===== config.mk =====
export PLATFORM = sky130hd
export DESIGN_NAME = if_fetch_unit
export DESIGN_NICKNAME = d
export VERILOG_FILES = /design/src/rtl/if_pkg.sv /design/src/rtl/if_id_reg.sv /design/src/rtl/if_fetch_unit.sv
export SDC_FILE = /design/constraint.sdc
export NUM_CORES = 1
export LEC_CHECK = 0
export ABC_AREA = 1
export BUFFER_PORTS_ARGS = -buffer_cell sky130_fd_sc_hd__buf_2
export CAP_MARGIN = 10
export CORE_MARGIN = 2
export CORE_UTILIZATION = 29
export CTS_CLUSTER_SIZE = 30
export DETAILED_ROUTE_END_ITERATION = 7
export HOLD_SLACK_MARGIN = 0.08
export PLACE_DENSITY = 0.62
export SETUP_SLACK_MARGIN = 0.02
export SYNTH_ARGS = -nofsm -noshare
export SYNTH_HDL_FRONTEND = slang
export SYNTH_SLANG_ARGS = --single-unit

===== constraint.sdc =====
create_clock -name clk -period 1.3 [get_ports clk]
set_input_delay 0.065 -clock clk [delete_from_list [all_inputs] [get_ports clk]]
set_output_delay 0.065 -clock clk [all_outputs]
set_load 0.02 [all_outputs]

===== src/rtl/if_pkg.sv =====
// Shared types and constants for the instruction-fetch stage.
package if_pkg;

  typedef enum logic [1:0] {
    BOOT  = 2'd0,
    FETCH = 2'd1,
    WAIT  = 2'd2
  } if_state_e;

  localparam logic [31:0] NOP_DEF = 32'h0000_0013;
  localparam logic [31:0] PC_INC  = 32'd4;

  function automatic logic [31:0] align4(
    input logic [31:0] a
  );
    return {a[31:2], 2'b00};
  endfunction

endpackage


===== src/rtl/if_id_reg.sv =====
// IF/ID pipeline register with load, hold and bubble controls.
module if_id_reg
  import if_pkg::*;
#(
  parameter logic [31:0] NOP_INSTR = NOP_DEF
) (
  input  logic        clk,
  input  logic        rst_n,
  input  logic        load_i,
  input  logic        bubble_i,
  input  logic [31:0] pc_i,
  input  logic [31:0] instr_i,
  output logic        valid_o,
  output logic [31:0] pc_o,
  output logic [31:0] instr_o
);

  logic        valid_q;
  logic [31:0] pc_q;
  logic [31:0] instr_q;

  // a bubble keeps the old pc so ID still sees a stable address
  always_ff @(posedge clk or negedge rst_n) begin
    if (!rst_n) begin
      valid_q <= 1'b0;
      pc_q    <= 32'h0;
      instr_q <= NOP_INSTR;
    end else if (load_i) begin
      valid_q <= 1'b1;
      pc_q    <= pc_i;
      instr_q <= instr_i;
    end else if (bubble_i) begin
      valid_q <= 1'b0;
      instr_q <= NOP_INSTR;
    end
  end

  assign valid_o = valid_q;
  assign pc_o    = pc_q;
  assign instr_o = instr_q;

endmodule


===== src/rtl/if_fetch_unit.sv =====
// Instruction-fetch stage: PC, imem request and IF/ID load.
// Optional perf counters enabled by IF_PERF_CNT_EN.
module if_fetch_unit
  import if_pkg::*;
#(
  parameter logic [31:0] RESET_PC  = 32'h0000_0000,
  parameter logic [31:0] NOP_INSTR = NOP_DEF
) (
  input  logic        clk,
  input  logic        rst_n,
  input  logic        stall,
  input  logic        branch_taken,
  input  logic [31:0] branch_target,
  output logic        imem_req,
  output logic [31:0] imem_addr,
  input  logic        imem_ready,
  input  logic [31:0] imem_rdata,
  output logic        id_valid,
  output logic [31:0] id_pc,
  output logic [31:0] id_instr,
  output logic        fetch_misalign
`ifdef IF_PERF_CNT_EN
  ,
  output logic [31:0] redirect_cnt,
  output logic [31:0] wait_cnt
`endif
);

  if_state_e   state_q;
  logic [31:0] pc_q;
  logic        misalign_q;
  logic        redirect;
  logic        hs;
  logic        load;
  logic        bubble;

  assign imem_req  = (state_q != BOOT) & ~stall;
  assign imem_addr = pc_q;

  assign redirect = branch_taken & id_valid & ~stall;
  assign hs       = imem_req & imem_ready;
  // a redirect discards any handshake on the same edge
  assign load     = hs & ~redirect;
  assign bubble   = redirect | (imem_req & ~imem_ready);

  always_ff @(posedge clk or negedge rst_n) begin
    if (!rst_n) begin
      state_q    <= BOOT;
      pc_q       <= RESET_PC;
      misalign_q <= 1'b0;
    end else begin
      misalign_q <= 1'b0;
      if (stall) begin
        state_q <= state_q;
      end else if (state_q == BOOT) begin
        state_q <= FETCH;
      end else if (redirect) begin
        state_q    <= FETCH;
        pc_q       <= align4(branch_target);
        misalign_q <= |branch_target[1:0];
      end else if (hs) begin
        state_q <= FETCH;
        pc_q    <= pc_q + PC_INC;
      end else begin
        state_q <= WAIT;
      end
    end
  end

  assign fetch_misalign = misalign_q;

  if_id_reg #(
    .NOP_INSTR (NOP_INSTR)
  ) u_if_id (
    .clk      (clk),
    .rst_n    (rst_n),
    .load_i   (load),
    .bubble_i (bubble),
    .pc_i     (pc_q),
    .instr_i  (imem_rdata),
    .valid_o  (id_valid),
    .pc_o     (id_pc),
    .instr_o  (id_instr)
  );

`ifdef IF_PERF_CNT_EN
  logic [31:0] redirect_cnt_q;
  logic [31:0] wait_cnt_q;
  logic        ends_wait;

  // stalling inside WAIT still ends the edge in WAIT
  assign ends_wait =
    (stall & (state_q == WAIT)) |
    (imem_req & ~imem_ready & ~redirect);

  always_ff @(posedge clk or negedge rst_n) begin
    if (!rst_n) begin
      redirect_cnt_q <= 32'h0;
      wait_cnt_q     <= 32'h0;
    end else begin
      if (redirect)
        redirect_cnt_q <= redirect_cnt_q + 32'd1;
      if (ends_wait)
        wait_cnt_q <= wait_cnt_q + 32'd1;
    end
  end

  assign redirect_cnt = redirect_cnt_q;
  assign wait_cnt     = wait_cnt_q;
`endif

endmodule

==> results.cfg <==
[route]
via_count = 5264
antenna_left = 0
firstDrtPassIters = 4
wirelength_microns = 17500
vias_per_cell = 4.48
remaining_drc_errors = 0
drt-initial-drc-count = 295
wl_per_cell_microns = 14.9

[final_layout]
nets = 1020
syn_to_final_growth_pct = 74.0
stdcell_count = 1175
nFillCells = 1514
drive_above_1_share_pct = 48.0
antenna_cells = 0

[logic_synthesis]
synth.most_common_cell = nand2_1
syn_inst = 628
synth_top_cell_area_share_pct = 47.5
synth_flop_cell = dfrtp_1
ys_async_sr_fraction_pct = 100
synth.avg_cell_area_sq_um = 7.81
ys_types = 36
yosys_warnings = 0
synth-seq-cells = 96
yosysTopAreaCell = dfrtp_1
synth_area_leaders = dfrtp_1 (47%), nand2_1 (15%), o21ai_0 (7.2%)
yosys-top-cells-count = nand2_1 (193), dfrtp_1 (93), nor2_1 (72), o21ai_0 (71), inv_1 (67)
yosysSeqAreaShare_pct = 49.1
syn_area_sq_um = 4900
synth_edf_count = 0

[timing]
finalMaxSlewViolations = 0
fin_skew_ps = 10.2
fin_ws_ps = -200
timing.fmax_ghz = 0.667
rsz0062_at_grt = yes
hold_viol = 0
min_period_over_period_pct = 115
setup_violations = 82
min_period_ps = 1500

[global_route]
grt_pass1_vias = 4881
antenna_found_initial = 0
grtUsageMet3_pct = 3.55
grt_max_degree = 39
grt.busiest_layer = met2
grt_overflow_total = 0
grtUsageMet2_pct = 28.5
track_usage_pct = 18.2
grt_pass1_wl_microns = 25600
use_met1_pct = 25.0

[floorplan]
core_area_sq_um = 16500
dieHeight_microns = 134
ios = 168
num_rows = 47
die_area_sq_um = 18000
initial_core_util_pct = 29.7
die_w_microns = 134

[setup_path]
required_ps = 1530
path_max_fanout = 5
cp_cell_sequence = nor2_4 > nor2_4 > nand3_4 > clkbuf_16 > mux2_4
worst_path_max_delay_cell = dfrtp_1
critPathKind = reg2reg
crit_top_cell = nor2_4
cp-start-kind = flip-flop
end_kind = flip-flop
max_stage_delay_ps = 390
cp.arrival_ps = 1730

[place]
dp.final_hpwl_microns = 11800
port_buffers = 163
place_congestion = 0.920
dpl.cell_count = 1059
dp_slack_ps = -137

[clocking]
clock_latency_ps = 350
clock_tree.buffer_depth = 2
h-tree-depth = 3
cts_made_buffers = 9
cts.sinks = 96
tritoncts = yes
clk_pin_slew_ps = 70
clock-root-buffer = clkbuf_16

[outcome]
violations = negative setup slack
status = finished with violations

[power]
p_leak_nw = 4.31
powerDensity_nw_per_um2 = 1770
ir_worst_vdd_v = 0.000767

[min_path]
hold_class = in2reg

[run]
cap_violations = 0
==> metrics by stage <==
stage | area [sq um] | TNS [ps] | total power, mW | utilization [%] | hold WS (ps)
finish | 8530 | -9510 | 15.1 | 51.6 | 89.1
global route | 8530 | -17110 | 16.0 | 51.6 | 106
CTS | 7670 | -4090 | 14.2 | 46.4 | 85.0
detailed placement | 6570 | -6250 | 11.0 | 39.8 | 35.3
global placement | 6570 | -5290 | 11.0 | 39.8 | 39.4
floorplan | 5020 | -987 | 8.10 | - | -231
==> what timing repair did <==
item / 4_1_cts / 5_1_grt
hold buffers: 61 / 0
setup buffers: 13 / 14
pin swaps: 16 / 15
gates resized for setup: 52 / 170
gates cloned: 2 / 13
hold endpoints to repair: 156 / 0
endpoints found under the setup margin: 89 / 98
==> final timing paths <==
path | slack, ps | cells past startpoint | to | start
setup / recovery | -200 | 5 | u_if_id.pc_o[10] | state_q[0]
max in group asynchronous | 570 | 3 | imem_addr[22] | rst_n
hold / removal | 90 | 5 | imem_addr[11] | branch_target[11]
hold reg to reg | 480 | 2 | u_if_id.instr_o[21] | u_if_id.instr_o[21]
setup reg to reg | -200 | 5 | u_if_id.pc_o[10] | state_q[0]
min in group asynchronous | 200 | 2 | u_if_id.instr_o[28] | rst_n
==> state kept, by name, summed over array words and instances, names as in the netlist <==
signal,flops
imem_addr,30
state_q,2
fetch_misalign,1
u_if_id.instr_o,32
u_if_id.valid_o,1
u_if_id.pc_o,30
==> per-layer routing <==
| layer | share of wire, % | vias up |
|---|---|---|
| li1 | - | 2628 |
| met1 | 45 | 2481 |
| met2 | 48 | 138 |
| met3 | 4.7 | 17 |
| met4 | 1.7 | 0 |
| met5 | 0 | - |
==> power breakdown <==
group | total, mW | leakage [nW] | switching, mW | internal (mW)
clock network | 2.69 | 0.140 | 1.14 | 1.54
registers | 4.92 | 1.18 | 0.908 | 4.02
logic | 7.47 | 2.99 | 4.30 | 3.17
==> critical path: cells and delay by family, from the launching register on <==
| kind | cells | cell delay [ps] |
|---|---|---|
| AND/OR/NAND/NOR | 3 | 470 |
| flip-flops | 1 | 390 |
| multiplexers | 1 | 290 |
| buffers and inverters | 1 | 220 |
==> cells by family after synthesis <==
| group | synth area share (%) |
|---|---|
| and+or+nand+nor | 29.5 |
| DFF | 49.1 |
| xor gates and xnor gates | 0.357 |
| AOI/OAI and AO/OA | 11.0 |
| buffers and inverters | 8.83 |
| adders and majority gates | 0.255 |
| other | 0.0765 |
| muxes | 0.919 |
==> area by class of cell <==
cell class                      instances  area [sq um]  share of cell area, %
Timing Repair Buffer                  333          2640                   30.9
Multi-Input combinational cell        439          2590                   30.3
Clock buffer                           13           250                   2.93
Timing Repair inverter                  2          27.5                  0.323
Tap cell                              220           275                   3.23
Inverter                               69           272                   3.18
Clock inverter                          3          42.5                  0.499
Sequential cell                        96          2440                   28.6
==> cell usage in the layout, fill, tap and decap left out, types with 4 or more instances in the layout <==
master         count
buf_2            159
o21ai_2           36
nor2_4            21
buf_12             8
inv_1             66
nand2_1          149
o22ai_1            5
nand2_4           18
clkbuf_16         18
dfrtp_2           24
o21ai_0            9
buf_6             17
nand2_2           35
nor2_1            53
dlygate4sd3_1     61
buf_4             74
o21ai_1           30
dfrtp_1           69
o21ai_4            4
conb_1             4
nand3_1           34
nor2_2            10
Power figures use the tool's default switching activity.
